$ cat config.mk
export PLATFORM = sky130hd
export DESIGN_NAME = id_ex_hazard_ctrl
export DESIGN_NICKNAME = d
export VERILOG_FILES = /design/src/rtl/id_ex_hazard_ctrl.sv
export SDC_FILE = /design/constraint.sdc
export NUM_CORES = 1
export LEC_CHECK = 0
export BUFFER_PORTS_ARGS = -buffer_cell sky130_fd_sc_hd__buf_2
export CELL_PAD_IN_SITES_DETAIL_PLACEMENT = 0
export CELL_PAD_IN_SITES_GLOBAL_PLACEMENT = 1
export CORE_ASPECT_RATIO = 0.75
export CORE_MARGIN = 2
export CORE_UTILIZATION = 26
export CTS_CLUSTER_SIZE = 24
export DETAILED_ROUTE_END_ITERATION = 6
export GPL_TIMING_DRIVEN = 0
export HOLD_SLACK_MARGIN = 0.1
export PLACE_DENSITY_LB_ADDON = 0.25
export SLEW_MARGIN = 20
export SYNTH_ARGS = -nofsm -noshare
export SYNTH_HDL_FRONTEND = slang
export SYNTH_SLANG_ARGS = --single-unit
$ cat constraint.sdc
create_clock -name clk -period 3.8 [get_ports clk]
set_clock_uncertainty 0.15 [all_clocks]
set_input_delay 0.19 -clock clk [delete_from_list [all_inputs] [get_ports clk]]
set_output_delay 0.19 -clock clk [all_outputs]
set_load 0.005 [all_outputs]
$ cat src/rtl/id_ex_hazard_ctrl.sv
// id_ex_hazard_ctrl
//
// Pipeline sequencing control for the ID/EX decode register and the IF/ID and PC stages of the
// rv32i 5-stage pipe. It detects load-use hazards between ID and EX and inserts LOAD_USE_STALL
// bubbles. It squashes wrong-path instructions when EX redirects the PC. It freezes the front end
// while data memory is busy. Only enables and flushes are produced here; the pipeline registers
// themselves hold the data.
//
// Ports
//   clk, rst        rising-edge clock, synchronous active-high reset
//   id_rs1/id_rs2   source registers of the instruction in ID
//   id_use_rs1/2    the ID instruction actually reads that source
//   ex_load         ID/EX holds a load
//   ex_reg_write    ID/EX instruction writes rd
//   ex_rd           destination register of the ID/EX instruction
//   ex_redirect     EX redirects the PC this cycle (taken branch, jal, jalr)
//   dmem_busy       data memory not ready; hold everything
//   pc_en           PC load enable
//   if_id_en        IF/ID load enable
//   if_id_flush     load a NOP into IF/ID
//   id_ex_en        ID/EX load enable
//   id_ex_flush     load all-zero controls (a bubble) into ID/EX
//   ctrl_state      0 RUN, 1 LU_STALL, 2 MEM_WAIT
//   perf_stalls     load-use bubbles inserted (wraps)
//   perf_flushes    redirect squashes applied (wraps)
//
// Build option
//   HAZARD_PERF_EN  when defined, builds the two performance counters; otherwise they read 0.

module id_ex_hazard_ctrl #(
    parameter int unsigned REG_ADDR       = 5,
    parameter int unsigned LOAD_USE_STALL = 1,
    parameter int unsigned CNT_WIDTH      = 3
) (
    input  logic                clk,
    input  logic                rst,
    input  logic [REG_ADDR-1:0] id_rs1,
    input  logic [REG_ADDR-1:0] id_rs2,
    input  logic                id_use_rs1,
    input  logic                id_use_rs2,
    input  logic                ex_load,
    input  logic                ex_reg_write,
    input  logic [REG_ADDR-1:0] ex_rd,
    input  logic                ex_redirect,
    input  logic                dmem_busy,
    output logic                pc_en,
    output logic                if_id_en,
    output logic                if_id_flush,
    output logic                id_ex_en,
    output logic                id_ex_flush,
    output logic [1:0]          ctrl_state,
    output logic [31:0]         perf_stalls,
    output logic [31:0]         perf_flushes
);

    localparam logic [1:0] StRun     = 2'd0;
    localparam logic [1:0] StLuStall = 2'd1;
    localparam logic [1:0] StMemWait = 2'd2;

    // Remaining bubbles after the first one, loaded when the hazard is detected.
    localparam logic [CNT_WIDTH-1:0] CntInit = CNT_WIDTH'(LOAD_USE_STALL - 1);
    localparam logic [CNT_WIDTH-1:0] CntOne  = CNT_WIDTH'(1);

    logic [1:0]           state_q, state_d;
    logic [1:0]           saved_q, saved_d;
    logic [CNT_WIDTH-1:0] cnt_q, cnt_d;
    logic [1:0]           eff_state;
    logic                 hazard;

    assign hazard = ex_load & ex_reg_write & (ex_rd != '0) &
                    ((id_use_rs1 & (id_rs1 == ex_rd)) | (id_use_rs2 & (id_rs2 == ex_rd)));

    // Once memory releases, MEM_WAIT resumes whatever the pipe was doing before the freeze.
    assign eff_state = (state_q == StMemWait) ? saved_q : state_q;

    always_comb begin
        pc_en       = 1'b1;
        if_id_en    = 1'b1;
        if_id_flush = 1'b0;
        id_ex_en    = 1'b1;
        id_ex_flush = 1'b0;
        ctrl_state  = state_q;
        state_d     = state_q;
        saved_d     = saved_q;
        cnt_d       = cnt_q;

        if (rst) begin
            pc_en       = 1'b0;
            if_id_en    = 1'b0;
            id_ex_en    = 1'b0;
            if_id_flush = 1'b1;
            id_ex_flush = 1'b1;
            ctrl_state  = StRun;
            state_d     = StRun;
            saved_d     = StRun;
            cnt_d       = '0;
        end else if (dmem_busy) begin
            pc_en    = 1'b0;
            if_id_en = 1'b0;
            id_ex_en = 1'b0;
            state_d  = StMemWait;
            if (state_q != StMemWait) begin
                saved_d = state_q;
            end
        end else if (ex_redirect) begin
            // Redirect beats a pending or newly detected hazard; the stall is abandoned.
            if_id_flush = 1'b1;
            id_ex_flush = 1'b1;
            state_d     = StRun;
            cnt_d       = '0;
        end else if (eff_state == StLuStall) begin
            pc_en       = 1'b0;
            if_id_en    = 1'b0;
            id_ex_flush = 1'b1;
            if (cnt_q <= CntOne) begin
                state_d = StRun;
                cnt_d   = '0;
            end else begin
                state_d = StLuStall;
                cnt_d   = cnt_q - CntOne;
            end
        end else if (hazard) begin
            pc_en       = 1'b0;
            if_id_en    = 1'b0;
            id_ex_flush = 1'b1;
            if (LOAD_USE_STALL == 1) begin
                state_d = StRun;
                cnt_d   = '0;
            end else begin
                state_d = StLuStall;
                cnt_d   = CntInit;
            end
        end else begin
            state_d = StRun;
        end
    end

    always_ff @(posedge clk) begin
        if (rst) begin
            state_q <= StRun;
            saved_q <= StRun;
            cnt_q   <= '0;
        end else begin
            state_q <= state_d;
            saved_q <= saved_d;
            cnt_q   <= cnt_d;
        end
    end

`ifdef HAZARD_PERF_EN
    logic [31:0] perf_stalls_q, perf_flushes_q;
    logic        stall_evt, flush_evt;

    // A bubble is the only case flushing ID/EX without flushing IF/ID; a redirect is the only
    // flush with the PC advancing. Reset and dmem_busy match neither pattern.
    assign stall_evt = id_ex_flush & ~if_id_flush;
    assign flush_evt = if_id_flush & pc_en;

    always_ff @(posedge clk) begin
        if (rst) begin
            perf_stalls_q  <= '0;
            perf_flushes_q <= '0;
        end else begin
            if (stall_evt) begin
                perf_stalls_q <= perf_stalls_q + 32'd1;
            end
            if (flush_evt) begin
                perf_flushes_q <= perf_flushes_q + 32'd1;
            end
        end
    end

    assign perf_stalls  = perf_stalls_q;
    assign perf_flushes = perf_flushes_q;
`else
    assign perf_stalls  = 32'd0;
    assign perf_flushes = 32'd0;
`endif

endmodule

==> summary.txt, run 1 <==
Timing
  – Slew Limit Fails: 0
  – Setup ws final: between 1.5 and 2 ns
  – Hold_ws: roughly 0.17 ns
  – Max Freq: around 540 MHz
  – Setup_tns: 0 ns
  – Final period util: 0.490
  – RSZ-0062 raised after global routing: false
  – Final setup violation count: 0
  – Tmin final: 1.86 ns
  – Final hold violations: 0

Job
  – Max_cap viols: 0

Floorplan
  – Core region area: just under 4000 um2
  – Die height: 59.2 um
  – Die Width: about 78 um
  – Starting Density: 0.265
  – Row count: 20
  – Die area: approximately 4600 um2
  – # IOs: 94

Worst setup path
  – Worst-path maximum fanout: 5
  – Worst EP required: around 3.5 ns
  – CP max-delay cell: a22o_1
  – CP most frequent cell: buf_2
  – CP Cell Sequence: buf_2 -> xnor2_1 -> nand4_1 -> o22ai_2 -> o2111ai_4 -> a22o_1 -> buf_4 -> buf_2
  – Buf/Inv on CP: 3
  – Crit Path Category: input port to output pin
  – CP top delay family: compound AO/OA/AOI/OAI gates
  – CP peak stage delay: ~0.25 ns
  – Worst setup SP type: input port
  – Worst setup EP type: output pin
  – WP data arrival: around 1.5 ns

Power and ir drop
  – Switching power: ~86 uW
  – Max IR drop VDD: about 0.097 mV
  – Comb power frac: 0.372
  – Seq pwr share: 0.253
  – Static Leak: around 0.00089 uW
  – Clock network fraction of design power: 0.376
  – Sw Share: 0.289
  – Int Pwr: 211 uW
  – PwrDens: 191 nW/um2

Route
  – Wire length per cell: slightly above 7 um
  – Vias: approximately 910
  – Number of DRC markers in iteration 0: 31
  – Remaining antenna violation count after routing: 0
  – Wirelength, routed: ~2000 um
  – DRC: 0
  – Avg Vias per Cell: around 3.2
  – First-pass iteration count of the detailed router: 4

Logic synthesis
  – YS warnings: 0
  – Post-Syn Area: 1050 um2
  – Sequential area share after synthesis: 0.133
  – Syn avg cell area: 7.87 um2
  – Yosys cell types: 29
  – Synth Instances: 134
  – Synth Register Bits: 7

Clock tree
  – CTS Buffer Depth: 2
  – CTS root buf: clkbuf_8
  – Htree depth: 1
  – CTS tree: done
  – Clock sink count: 7
  – Cts bufs inserted: 3
  – Hold_buf cts: 0
  – Clk Latency, worst-skew pair: roughly 0.24 ns
  – Post-CTS sizing: 0
  – Total setup buffers inserted after CTS: 0
  – Clk slew on worst S/H paths: 0.05 ns

Placement
  – Final GP Congestion: a little over 0.7
  – # placed instances: between 200 and 300
  – DP HPWL: 1770 um
  – IO buf count: 29
  – Pre-CTS WS: 1.94 ns
  – DP Area: roughly 1500 um2

Final layout
  – Area delta synth->final: 47.1%
  – Fin nets: roughly 260
  – Filler cells: around 430
  – Share of cells above drive strength 1: 0.443
  – Finished Layout Cells: ~290
  – Antenna cells: 0
  – Most frequent cells in the layout: buf_4 (65), conb_1 (64), buf_2 (29)
  – Commonest non-fill, non-tap cell in the layout: buf_4
  – Final Cell Area: 1550 um2

Global route
  – Vias in the first global route: 659
  – Largest net degree at the start of global routing: 11
  – Grt total ovfl: 0
  – Initial antenna violation count: 0
  – First-pass GRT wire length: slightly below 3000 um
  – GRT Util Overall: 0.0790

Run status
  – Outcome: completed

Worst hold path
  – Hold Path Class: input port to register
-- synth_stat cells --
master	n	share of area
nand3b_1	1	0.0071
nor2b_1	2	0.012
a21oi_2	1	0.0083
nand3_1	1	0.0047
a41oi_1	1	0.0083
clkbuf_1	2	0.0071
nand4_1	3	0.018
a32o_1	2	0.019
nand2b_1	1	0.0059
a21oi_1	4	0.019
nor3_1	4	0.019
inv_1	5	0.018
dfxtp_1	7	0.13
xnor2_1	10	0.083
buf_4	65	0.46
o311a_1	1	0.0095
o2111ai_4	1	0.025
ha_1	2	0.024
conb_1	1	0.0036
o21a_1	1	0.0071
nor2_1	4	0.014
or4_4	1	0.011
nand4bb_1	1	0.011
o2111ai_1	1	0.0083
a22o_1	1	0.0083
nand2_1	6	0.021
o22ai_2	1	0.012
o31ai_1	1	0.0071
o21ai_0	3	0.014
-- logic make-up after synthesis --
logic type	after synthesis	share of synthesized area
compound gates	18	0.146
xor+xnor	10	0.0830
fa+ha+maj	2	0.0237
buf+inv	72	0.488
flops	7	0.133
other cells	1	0.00356
simple gates	24	0.123
-- registers in the layout, indices dropped and copies added, names as in the netlist --
| name | cells |
|---|---|
| cnt_q | 3 |
| saved_q | 2 |
| state_q | 2 |
-- per-stage QoR --
stage | power (uW) | utilization
after floorplan | 161 | -
after global placement | 184 | 0.378
after detailed placement | 184 | 0.378
after CTS | 295 | 0.390
after global routing | 315 | 0.390
final | 297 | 0.390
-- worst paths after layout --
kind,depth (start not counted),to,from,slack [ns]
worst min register to register,2,saved_q[0],saved_q[0],0.34
worst max-delay path,8,pc_en,ex_rd[4],1.94
worst max register to register,5,cnt_q[1],state_q[1],2.22
worst min-delay path,3,state_q[1],dmem_busy,0.17
-- power by group through the flow --
stage | combinational, uW | sequential, uW | clock [uW]
floorplan | 84.6 | 76.0 | 0
global placement | 108 | 76.2 | 0
detailed placement | 108 | 76.3 | 0
CTS | 108 | 74.9 | 112
global route | 123 | 75.0 | 117
finish | 110 | 75.0 | 111
-- area by class of cell --
cell class | count | area [um2] | share of cell area
buffer | 67 | 495 | 0.319
clock buffer | 3 | 41.3 | 0.0266
clock inverter | 1 | 5.00 | 0.00323
inverter | 5 | 18.8 | 0.0121
multi-input combinational | 118 | 637 | 0.410
sequential | 7 | 140 | 0.0903
tap | 55 | 68.8 | 0.0444
timing repair buffer | 29 | 145 | 0.0935
-- per-layer routing --
metal	share of wire	GRT usage	wire [um]
met4	0	0.0153	0
met2	0.44	0.123	892
met5	0	0	0
met3	0.10	0.0305	208
met1	0.45	0.105	905
-- worst min-delay path, cell delays in order --
cell and delay (ns):
buf_2 0.08, inv_1 0.10, nor2_1 0.13
No activity file was read; power rests on OpenSTA's default activity.
==> run 2, diff against run 1 <==
- CORE_UTILIZATION: 26 -> 22
- clock period: 3.8 -> 1.5 ns (I/O delays scaled with it)
==> run 2 against run 1 <==
- the run now ends with negative setup slack left
- die area grew 17%
- cell area grew 6.2%
- first-iteration DRC count grew 3.2%
- via count grew 5.4%
- sequential power grew to 2.5 times the previous value
- critical path depth shrank 2
==> summary.txt, run 2 (synthesis gave the netlist of run 1 again) <==
Floorplan
  – Core region area: 4550 um2 (+14%)
  – Die area: 5370 um2 (+17%)
  – Starting Density: 0.232 (-0.0331)
  – Die Width: 84.0 um (+8.3%)
  – # IOs: 94 (unchanged)
  – Die height: 64.0 um (+8.1%)
  – Row count: 21 (+5.0%)

Placement
  – Final GP Congestion: 0.701 (-1.7%)
  – IO buf count: 29 (unchanged)
  – DP HPWL: 1870 um (+5.6%)

Power and ir drop
  – Max IR drop VDD: 0.177 mV (+83%)
  – Static Leak: 0.000919 uW (+3.8%)
  – Total power: 756 uW (+150%)
  – PwrDens: 459 nW/um2 (+140%)

Final layout
  – Largest Register: cnt_q
  – Fin nets: 260 (+1.6%)
  – Area delta synth->final: 56.2%
  – Fin util: 0.363 (-0.0274)
  – Share of cells above drive strength 1: 0.491 (+0.0480)
  – Antenna cells: 0 (unchanged)
  – Biggest regs: cnt_q (3), saved_q (2), state_q (2)
  – Most frequent cells in the layout: buf_4 (68), conb_1 (64), buf_2 (28)
  – Commonest non-fill, non-tap cell in the layout: buf_4
  – Max FFs per register: 3 (unchanged)

Worst setup path
  – Crit path launch: state_q[0]
  – WP data arrival: 1.39 ns (-0.13 ns)
  – Crit Path Category: register to output pin
  – Worst-path maximum fanout: 3 (-2)
  – Worst setup SP type: register
  – Worst EP required: 1.27 ns (-2.19 ns)
  – Worst setup EP type: output pin
  – Origin of the critical flop-to-flop path: state_q[0]

Global route
  – Initial antenna violation count: 0 (unchanged)
  – First-pass GRT wire length: 3420 um (+15%)
  – Vias in the first global route: 776 (+18%)
  – GRT Util Overall: 0.0790 (about the same)
  – Grt total ovfl: 0 (unchanged)
  – Largest net degree at the start of global routing: 11 (unchanged)

Route
  – Number of DRC markers in iteration 0: 32 (+3.2%)
  – Remaining antenna violation count after routing: 0 (unchanged)
  – Avg Vias per Cell: 3.29 (+3.2%)
  – First-pass iteration count of the detailed router: 4 (unchanged)
  – DRC: 0 (unchanged)
  – Wirelength, routed: 2170 um (+8.1%)
  – Wire length per cell: 7.45 um (+5.9%)
  – Vias: 958 (+5.4%)

Clock tree
  – CTS Buffer Depth: 2 (unchanged)
  – Cts bufs inserted: 3 (unchanged)
  – CTS root buf: clkbuf_8
  – Clk slew on worst S/H paths: 0.04 ns (about the same)
  – CTS tree: done
  – Htree depth: 1 (unchanged)
  – Clock sink count: 7 (unchanged)
  – Clk Latency, worst-skew pair: 0.23 ns (about the same)

Worst hold path
  – Hold Crit Start: dmem_busy
  – Hold Path Class: input port to register

Timing
  – Final period util: 1.07
  – Final hold violations: 0 (unchanged)
  – Final setup violation count: 3 (+3)
  – Max Freq: 620 MHz
  – Setup ws final: -0.112 ns (-2.05 ns)
  – Slew Limit Fails: 0 (unchanged)
  – Tmin final: roughly 1.6 ns
  – Setup_tns: -0.171 ns (-0.171 ns)
  – RSZ-0062 raised after global routing: true

Job
  – Max_cap viols: 0 (unchanged)

Run status
  – Outcome: finished with violations
  – Violated checks: negative setup slack
==> run 2: metrics by stage <==
stage | instances | hold WS (ns) | worst slack [ns] | instance area, um2
final | 291 | 0.0884 | -0.112 | 1650
after global routing | 291 | 0.154 | -0.181 | 1650
after CTS | 291 | 0.106 | -0.150 | 1620
after detailed placement | 283 | 0.280 | -0.160 | 1510
after global placement | 283 | 0.277 | -0.135 | 1510
after floorplan | 197 | 0.116 | 0.114 | 1290
==> run 2: worst max-delay path, stage by stage (launching register included) <==
cell,delay [ns]
dfxtp_4,0.34
nand4bb_4,0.21
nand2_2,0.10
nor3_2,0.04
a22o_1,0.23
buf_4,0.14
buf_6,0.10
==> run 2: worst paths after layout <==
kind,to,slack [ns],cells past startpoint
max,pc_en,-0.11,6
min,saved_q[0],0.09,4
max reg2reg,cnt_q[1],-0.05,5
min reg2reg,saved_q[1],0.37,2
==> run 2: routing by layer <==
metal | up-vias | wire length (um) | GRT usage
met5 | - | 0 | 0
met4 | 0 | 29 | 0.0302
met3 | 3 | 276 | 0.0349
met2 | 55 | 965 | 0.128
met1 | 382 | 898 | 0.0923
li1 | 518 | - | -
==> run 2: final cells by class <==
cell class / instances / area [um2]
timing repair buffer: 33 / 184
inverter: 5 / 18.8
multi-input combinational: 118 / 687
tap: 57 / 71.3
clock buffer: 4 / 45.0
fill: 479 / 2900
sequential: 7 / 146
buffer: 67 / 495
==> run 2: what timing repair did <==
action	in CTS	in global routing
endpoints found under the hold margin	2	0
endpoints found under the setup margin	4	4
setup buffers	3	0
gates resized for setup	7	6
gates cloned	0	0
pin swaps	4	6
hold buffers	1	0
==> run 2: power by group <==
part / internal [uW] / leakage (uW) / switching [uW]
Clock: 185 / 0.0000228 / 90.5
Sequential: 187 / 0.0000582 / 2.55
Combinational: 174 / 0.000838 / 118
==> run 3, diff against run 2 <==
- CORE_UTILIZATION: 22 -> 23
- CTS_BUF_LIST: unset -> sky130_fd_sc_hd__clkbuf_8
==> run 3 against run 2 <==
- the flow still finishes with violations (negative setup slack)
- sequential power is essentially flat
- final cell count rose by 2.4%
- global-route usage rose by 0.34 points
- critical path depth stayed put
- first-iteration DRC count is 50% higher
- critical endpoint is now cnt_q[1]
- non-clock buffer count grew 7
- cell area grew 3.9%
- combinational power hardly changed
- largest power group unchanged
- routed wire length up 6.5%
- core utilization rose by 2.3 points
- worst setup slack gained 0.0065 ns
==> summary.txt, run 3 (synthesis gave the netlist of run 1 again) <==
Power and ir drop
  – Total power: 737 uW (-2.6%)
  – Clock network fraction of design power: 0.349 (-0.015)
  – Comb power frac: 0.394 (+0.008)
  – Seq pwr share: 0.256 (+0.006)
  – Int Pwr: 535 uW (-1.8%)
  – Switching power: 201 uW (-4.6%)
  – Static Leak: 0.000958 uW (+4.3%)
  – Max IR drop VDD: 0.354 mV (+99%)
  – PwrDens: 430 nW/um2 (-6.3%)
  – Sw Share: 0.273 (-0.00580)

Route
  – First-pass iteration count of the detailed router: 4 (unchanged)
  – Number of DRC markers in iteration 0: 48 (+50%)
  – Wire length per cell: 7.75 um (+4.0%)
  – Wirelength, routed: 2310 um (+6.5%)
  – DRC: 0 (unchanged)
  – Vias: 983 (+2.6%)
  – Avg Vias per Cell: 3.30 (+0.20%)
  – Remaining antenna violation count after routing: 0 (unchanged)

Clock tree
  – Clk Latency, worst-skew pair: 0.23 ns (about the same)
  – Htree depth: 1 (unchanged)
  – Clock sink count: 7 (unchanged)
  – CTS root buf: clkbuf_8
  – Clk slew on worst S/H paths: 0.04 ns (about the same)
  – Cts bufs inserted: 3 (unchanged)
  – CTS Buffer Depth: 2 (unchanged)
  – CTS tree: done

Final layout
  – Largest Register: cnt_q
  – Most frequent cells in the layout: buf_4 (75), conb_1 (64), buf_2 (27)
  – Commonest non-fill, non-tap cell in the layout: buf_4
  – Final Cell Area: 1710 um2 (+3.9%)
  – Fin nets: 267 (+2.7%)
  – Area delta synth->final: 62.4%
  – Biggest regs: cnt_q (3), saved_q (2), state_q (2)
  – Share of cells above drive strength 1: 0.510 (+0.0189)
  – Max FFs per register: 3 (unchanged)
  – Antenna cells: 0 (unchanged)

Floorplan
  – Die height: 62.6 um (-2.1%)
  – # IOs: 94 (unchanged)
  – Die area: 5150 um2 (-4.1%)
  – Starting Density: 0.238 (+0.00549)
  – Row count: 21 (unchanged)
  – Core region area: 4440 um2 (-2.3%)
  – Die Width: 82.2 um (-2.1%)

Worst setup path
  – Worst-path maximum fanout: 4 (+1)
  – Buf/Inv on CP: 1 (-1)
  – WP data arrival: 1.62 ns (+0.23 ns)
  – CP max-delay cell: dfxtp_2
  – CP Cell Sequence: nand4bb_4 -> buf_4 -> a21oi_4 -> o21ai_2 -> o31ai_1 -> a32o_1
  – CP peak stage delay: 0.31 ns (-0.03 ns)
  – Worst setup EP type: register
  – Crit path launch: saved_q[1]
  – Worst EP required: 1.51 ns (+0.24 ns)
  – Crit Path Category: register to register
  – Origin of the critical flop-to-flop path: saved_q[1]
  – CP top delay family: compound AO/OA/AOI/OAI gates
  – Worst setup SP type: register

Job
  – Max_cap viols: 0 (unchanged)

Placement
  – DP Area: 1510 um2 (unchanged)
  – DP HPWL: 1840 um (-1.2%)
  – Pre-CTS WS: -0.126 ns (+0.0331 ns)
  – IO buf count: 29 (unchanged)
  – Final GP Congestion: 0.727 (+3.7%)

Worst hold path
  – Hold Crit Start: dmem_busy
  – Hold Path Class: input port to register

Timing
  – Final hold violations: 0 (unchanged)
  – Max Freq: 623 MHz (+0.41%)
  – RSZ-0062 raised after global routing: true
  – Setup_tns: -0.215 ns (-0.0434 ns)
  – Final setup violation count: 3 (unchanged)
  – Final period util: 1.07 (-0.00434)
  – Setup ws final: -0.105 ns (+0.00652 ns)
  – Tmin final: 1.61 ns (-0.00652 ns)
  – Slew Limit Fails: 0 (unchanged)

Global route
  – M3 GR Usage: 0.0361 (+0.00124)
  – Gr busiest metal: met2
  – Largest net degree at the start of global routing: 11 (unchanged)
  – First-pass GRT wire length: 3440 um (+0.61%)
  – GRT met1 Usage: 0.108 (+0.0161)
  – GRT met2 Usage: 0.126 (-0.00199)
  – Vias in the first global route: 816 (+5.2%)
  – Grt total ovfl: 0 (unchanged)
  – GRT Util Overall: 0.0824 (+0.00340)
  – Initial antenna violation count: 0 (unchanged)

Run status
  – Violated checks: negative setup slack
  – Outcome: finished with violations
[run 3: cell count changes in the layout (fill, tap and decap cells not counted), sizes merged]
cell | previous run | this run
inv | 5 | 6
clkbuf | 6 | 5
dlymetal6s4s | 0 | 1
buf | 97 | 104
dlygate4sd3 | 1 | 0
[run 3: path summary, 6_finish.rpt]
path,to,slack (ns),cells after the start
worst max-delay path,cnt_q[1],-0.11,6
worst min-delay path,saved_q[0],0.10,4
worst max register to register,cnt_q[1],-0.11,6
worst min register to register,saved_q[1],0.36,2
[run 3: worst min-delay path: stages]
cell and delay, ns:
buf_2 0.09, inv_2 0.05, o21ai_0 0.14, a21oi_1 0.06
[run 3: power by group through the flow]
stage               clock network [uW]  registers [uW]  logic, uW
floorplan                            0             193        214
global placement                     0             193        273
detailed placement                   0             193        273
CTS                                263             189        280
global route                       279             189        324
finish                             257             189        290
[run 3: through the flow]
stage / util / std cells / hold slack, ns
5_1_grt: 0.386 / 298 / 0.155
2_1_floorplan: - / 197 / 0.116
3_5_place_dp: 0.340 / 283 / 0.284
4_1_cts: 0.369 / 292 / 0.113
3_3_place_gp: 0.340 / 283 / 0.277
6_report: 0.386 / 298 / 0.103
[run 3: timing repair]
item / in CTS / in global routing
pin swaps: 3 / 7
resized for setup: 11 / 11
hold buffers: 1 / 0
endpoints found under the setup margin: 4 / 6
endpoints found under the hold margin: 2 / 0
gates cloned: 0 / 0
setup buffers: 4 / 6
[run 3: cell type report]
type,count,area (um2)
buffer,67,495
clock buffer,3,41.3
clock inverter,1,3.75
fill,482,2730
inverter,5,18.8
multi-input combinational,118,688
sequential,7,149
tap,57,71.3
timing repair buffer,40,245
[run 3: per-layer routing]
metal,wire (um),share of wire,vias up
met3,295,0.13,0
met2,1070,0.46,50
met5,0,0,-
li1,-,-,530
met1,943,0.41,403
met4,0,0,0
